## src/rtl/snake_head_stepper.sv

```systemverilog
// rtl/snake_head_stepper.sv - snake head X/Y stepper with move-tick FSM and wall handling
// Optional SNAKE_WRAP_EN: wrap the head around the playfield edge instead of colliding.
module snake_head_stepper #(
    parameter int X_MAX    = 639,
    parameter int Y_MAX    = 479,
    parameter int STEP     = 10,
    parameter int START_X  = 320,
    parameter int START_Y  = 240,
    parameter int TICK_DIV = 2500000
) (
    input  logic       clk,
    input  logic       rst,
    input  logic       btn_up,
    input  logic       btn_down,
    input  logic       btn_left,
    input  logic       btn_right,
    input  logic       pause,
    output logic [9:0] x_pos,
    output logic [9:0] y_pos,
    output logic [1:0] dir,
    output logic       step_pulse,
    output logic       collide
);

    localparam logic [1:0] DIR_R = 2'b00;
    localparam logic [1:0] DIR_L = 2'b01;
    localparam logic [1:0] DIR_U = 2'b10;
    localparam logic [1:0] DIR_D = 2'b11;

    localparam int              CW        = $clog2(TICK_DIV);
    localparam logic [CW-1:0]   TICK_LAST = CW'(TICK_DIV - 1);
    localparam logic [9:0]      STEP_POS  = 10'(STEP);
    localparam logic [9:0]      STEP_NEG  = 10'(1024 - STEP);

    typedef enum logic [1:0] {S_IDLE, S_RUN, S_DEAD} state_t;

    state_t        r_state;
    logic [9:0]    r_x;
    logic [9:0]    r_y;
    logic [1:0]    r_dir;
    logic [1:0]    r_pend;
    logic          r_pulse;
    logic [CW-1:0] r_cnt;

    logic          w_any_btn;
    logic [1:0]    w_req;
    logic [9:0]    w_operand;
    logic [9:0]    w_addend;
    logic [9:0]    w_sum;
    logic          w_carry;
    logic          w_hit;
    logic [9:0]    w_new;

    assign w_any_btn = btn_up | btn_down | btn_left | btn_right;

    always_comb begin
        w_req = DIR_R;
        if (btn_up)
            w_req = DIR_U;
        else if (btn_down)
            w_req = DIR_D;
        else if (btn_left)
            w_req = DIR_L;
    end

    // RIGHT and DOWN add +STEP; LEFT and UP add the two's complement of STEP.
    assign w_operand = r_pend[1] ? r_y : r_x;
    assign w_addend  = (r_pend[1] ~^ r_pend[0]) ? STEP_POS : STEP_NEG;

    always_comb begin
        w_sum   = '0;
        w_carry = 1'b0;
        for (int i = 0; i < 10; i++) begin
            w_sum[i] = w_operand[i] ^ w_addend[i] ^ w_carry;
            w_carry  = (w_operand[i] & w_addend[i]) | (w_carry & (w_operand[i] ^ w_addend[i]));
        end
    end

    always_comb begin
        w_hit = 1'b0;
        case (r_pend)
            DIR_R:   w_hit = ({1'b0, r_x} + 11'(STEP)) > 11'(X_MAX);
            DIR_L:   w_hit = r_x < 10'(STEP);
            DIR_D:   w_hit = ({1'b0, r_y} + 11'(STEP)) > 11'(Y_MAX);
            default: w_hit = r_y < 10'(STEP);
        endcase
    end

`ifdef SNAKE_WRAP_EN
    always_comb begin
        w_new = w_sum;
        if (w_hit) begin
            case (r_pend)
                DIR_L:   w_new = 10'(X_MAX + 1 - STEP);
                DIR_U:   w_new = 10'(Y_MAX + 1 - STEP);
                default: w_new = 10'd0;
            endcase
        end
    end
    assign collide = 1'b0;
`else
    logic r_collide;
    assign w_new   = w_sum;
    assign collide = r_collide;
`endif

    always_ff @(posedge clk) begin
        if (rst) begin
            r_state   <= S_IDLE;
            r_x       <= 10'(START_X);
            r_y       <= 10'(START_Y);
            r_dir     <= DIR_R;
            r_pend    <= DIR_R;
            r_pulse   <= 1'b0;
            r_cnt     <= '0;
`ifndef SNAKE_WRAP_EN
            r_collide <= 1'b0;
`endif
        end else begin
            r_pulse <= 1'b0;
            case (r_state)
                S_IDLE: begin
                    if (w_any_btn) begin
                        r_pend  <= w_req;
                        r_state <= S_RUN;
                    end
                end
                S_RUN: begin
                    // Reverse test is against the applied direction, not the pending one.
                    if (w_any_btn && (w_req != (r_dir ^ 2'b01)))
                        r_pend <= w_req;
                    if (!pause) begin
                        if (r_cnt == TICK_LAST) begin
                            r_cnt   <= '0;
                            r_dir   <= r_pend;
                            r_pulse <= 1'b1;
`ifdef SNAKE_WRAP_EN
                            if (r_pend[1])
                                r_y <= w_new;
                            else
                                r_x <= w_new;
`else
                            if (w_hit) begin
                                r_collide <= 1'b1;
                                r_state   <= S_DEAD;
                            end else if (r_pend[1]) begin
                                r_y <= w_new;
                            end else begin
                                r_x <= w_new;
                            end
`endif
                        end else begin
                            r_cnt <= r_cnt + 1'b1;
                        end
                    end
                end
                S_DEAD: ;
                default: r_state <= S_IDLE;
            endcase
        end
    end

    assign x_pos      = r_x;
    assign y_pos      = r_y;
    assign dir        = r_dir;
    assign step_pulse = r_pulse;

endmodule

```

## config.mk

```make
export PLATFORM = sky130hd
export DESIGN_NAME = snake_head_stepper
export DESIGN_NICKNAME = d
export VERILOG_FILES = /design/src/rtl/snake_head_stepper.sv
export SDC_FILE = /design/constraint.sdc
export NUM_CORES = 1
export LEC_CHECK = 0
export ABC_AREA = 1
export BUFFER_PORTS_ARGS = -buffer_cell sky130_fd_sc_hd__buf_2
export CAP_MARGIN = 25
export CORE_MARGIN = 3
export CORE_UTILIZATION = 54
export DETAILED_ROUTE_END_ITERATION = 16
export HOLD_SLACK_MARGIN = 0.05
export PLACE_DENSITY = 0.77
export RECOVER_POWER = 50
export SLEW_MARGIN = 20
export SYNTH_ARGS = -nofsm -noshare
export SYNTH_HDL_FRONTEND = slang
export SYNTH_SLANG_ARGS = --single-unit
```

## constraint.sdc

```tcl
create_clock -name clk -period 11.1 [get_ports clk]
set_input_delay 2.22 -clock clk [delete_from_list [all_inputs] [get_ports clk]]
set_output_delay 2.22 -clock clk [all_outputs]
set_load 0.01 [all_outputs]
```

==> flow_metrics.tcl <==
set metrics [dict create \
    syn_nets 492 \
    port_buffers 30 \
    drt-total-wl_um 7200 \
    antenna_left 0 \
    area_growth_pct 7.45 \
    final_cell_count_no_fill 568 \
    p_comb_share_pct 9.3 \
    viasPerCell 5.23 \
    antenna_found_initial 0 \
    numPlacedInstances 560 \
    final_max_slew_viol_count 0 \
    cts_buffers 5 \
    clk_pin_slew_ns 0.11 \
    cts_repair_resize_count 0 \
    cts_setup_buffers 0 \
    final-setup-viol-count 0 \
    slew_headroom_pct 50.8 \
    clock_latency_ns 0.32 \
    die-area_mm2 0.00683 \
    clockBufferDepth 2 \
    io_pins 31 \
    post-dp-hpwl_um 5460 \
    overflow 0 \
    h-tree-depth 2 \
    tns_ns 0 \
    fmax_mhz 203 \
    status "finished clean" \
    grt_pass1_wl_um 12500 \
    clock_skew_ns 0.0195 \
    cp.required_ns 11.36 \
    cts-hold-fix-buffers 0 \
    post_synth.cell_area_avg_um2 6.77 \
    core_mm2 0.00561 \
    start_util_pct 56.6 \
    die_h_um 82.7 \
    first_global_vias 2808 \
    track_usage_pct 23.3 \
    avgRoutedWirePerCell_um 12.7 \
    cap_violations 0 \
    grt_max_degree 27 \
    leakage_nw 1.48 \
    clockRootBuffer "clkbuf_8" \
    worst_slew_pin_slew_ns 0.733 \
    ys_async_sr_fraction_pct 0 \
    critPathArrivalTime_ns 5.19 \
    cts_tree "yes" \
    synth_cell_type_count 40 \
    drtPass1Iterations 4 \
    layout_min_cycle_time_ns 4.93 \
    num_vias 2970 \
    final_layout_size_suffix_gt1_share_pct 8.27 \
    die_w_um 82.7 \
    synth_edf_count 0 \
    hold_viol_final 0 \
    internal_power_mw 0.260 \
    rsz0062_at_grt "no" \
    swShare_pct 25.9 \
    post-route-drc-count 0 \
    synth_seq_cells 50 \
    switching_power_mw 0.0909 \
    placed_area_mm2 0.00334 \
    synth_cells 469 \
    drt_iter0_drc 173 \
    stdcell_area_mm2 0.00341 \
    fillers 586 \
    gp_congestion 0.904 \
    path_class "reg2reg" \
    ys_seq_area_share_pct 31.5 \
    clkPwrFrac_pct 38.4 \
    endpoint_kind "flop" \
    synthFlopType "dfxtp_1" \
    power.density_mw_per_mm2 103 \
    insertedDiodeCount 0 \
    clock_sink_count 50 \
    nets 518 \
    worstSetupStartpointType "flop" \
    min_period_over_period_pct 44.4 \
    netlist_area_mm2 0.00317 \
    ir_drop_mv 0.0848 \
    power_frac_seq_pct 52.3 \
    yosysWarnings 0 \
    std_cell_rows 27 \
    hp-class "reg2reg" \
    path_max_fanout 25 \
]
stage by stage:
| stage | utilization, % | setup slack, ns | hold WS [ns] | power [mW] |
|---|---|---|---|---|
| finish | 60.8 | 6.17 | 0.444 | 0.351 |
| global route | 60.8 | 5.77 | 0.479 | 0.367 |
| CTS | 61.7 | 6.17 | 0.447 | 0.354 |
| detailed placement | 59.6 | 6.21 | 0.432 | 0.220 |
| global placement | 59.6 | 6.30 | 0.430 | 0.219 |
| floorplan | - | 7.04 | 0.447 | 0.212 |
state kept, by name, indices dropped and copies added (netlist names):
name and flops:
collide 1, x_pos 10, dir 2, r_state 2
y_pos 10, step_pulse 1, r_cnt 22, r_pend 2
cells by family after synthesis:
family | after synthesis | share of synthesized area, %
flip-flops | 50 | 31.5
buffers and inverters | 79 | 10.2
AO/OA/AOI/OAI | 40 | 7.18
AND/OR/NAND/NOR | 274 | 40.3
XOR/XNOR | 10 | 2.76
adder cells (fa/ha/maj) | 16 | 7.97
critical path, stage by stage (launching register included):
cell and delay (ns):
dfxtp_1 0.80, clkinv_1 0.49, ha_1 0.48, inv_1 0.32, fa_1 0.23, inv_1 0.06, fa_1 0.37, fa_1 0.39
fa_1 0.39, fa_1 0.40, fa_1 0.39, xnor2_1 0.18, xor2_1 0.19, nor2_1 0.07, nor2_1 0.09
per-layer routing:
metal  part of all wire, %  GRT usage [%]  up-vias  wire (um)
met1                    47           29.8     1351       3380
li1                      -              -     1544          -
met2                    47           40.3       62       3400
met4                   1.6           7.03        0        112
met5                     0              0        -          0
met3                   4.3           3.80       13        307
cells in the mapped netlist (all sizes together) (4+ instances only):
cell   instances  area [um2]
nand2        119         464
nor2          77         324
inv           66         248
dfxtp         50        1000
nand3         36         200
nor3          18         110
o21ai         17        85.1
nand4         14         109
a21oi         13        68.8
ha             9         113
buf            8        57.6
fa             7         140
nor4           7        50.1
xor2           6        52.6
xnor2          4        35.0
layout by cell type (no fill, tap or decap), drive strengths merged:
cell type	count
nand2	119
nor2	77
inv	67
dfxtp	50
nand3	36
clkbuf	31
nor3	18
o21ai	17
nand4	14
a21oi	13
ha	9
nor4	7
fa	7
xor2	6
xnor2	4
buf	4
clkinv	3
o21a	2
a211oi	2
nor3b	2
o21bai	2
o22ai	1
a22o	1
a31oi	1
o211ai	1
nand3b	1
bufinv	1
area by class of cell:
type	instances	area, um2	share of cell area, %
Clock buffer	5	68.8	2.02
Clock inverter	3	47.5	1.39
Inverter	68	255	7.49
Multi-Input combinational cell	340	1830	53.7
Sequential cell	50	1000	29.4
Tap cell	72	90.1	2.64
Timing Repair Buffer	30	118	3.45
worst paths after layout:
| kind | from | to | slack (ns) | depth (start not counted) |
|---|---|---|---|---|
| worst max-delay path | r_pend[1] | y_pos[9] | 6.17 | 14 |
| worst min-delay path | y_pos[0] | y_pos[0] | 0.44 | 2 |
| worst max register to register | r_pend[1] | y_pos[9] | 6.17 | 14 |
| worst min register to register | y_pos[0] | y_pos[0] | 0.44 | 2 |
power by group through the flow:
stage / logic [mW] / clock network [mW] / registers, mW
2_1_floorplan: 0.0262 / 0 / 0.186
4_1_cts: 0.0329 / 0.138 / 0.183
5_1_grt: 0.0372 / 0.146 / 0.184
3_3_place_gp: 0.0320 / 0 / 0.187
3_5_place_dp: 0.0327 / 0 / 0.187
6_report: 0.0326 / 0.135 / 0.183
No activity file was read; power rests on OpenSTA's default activity.
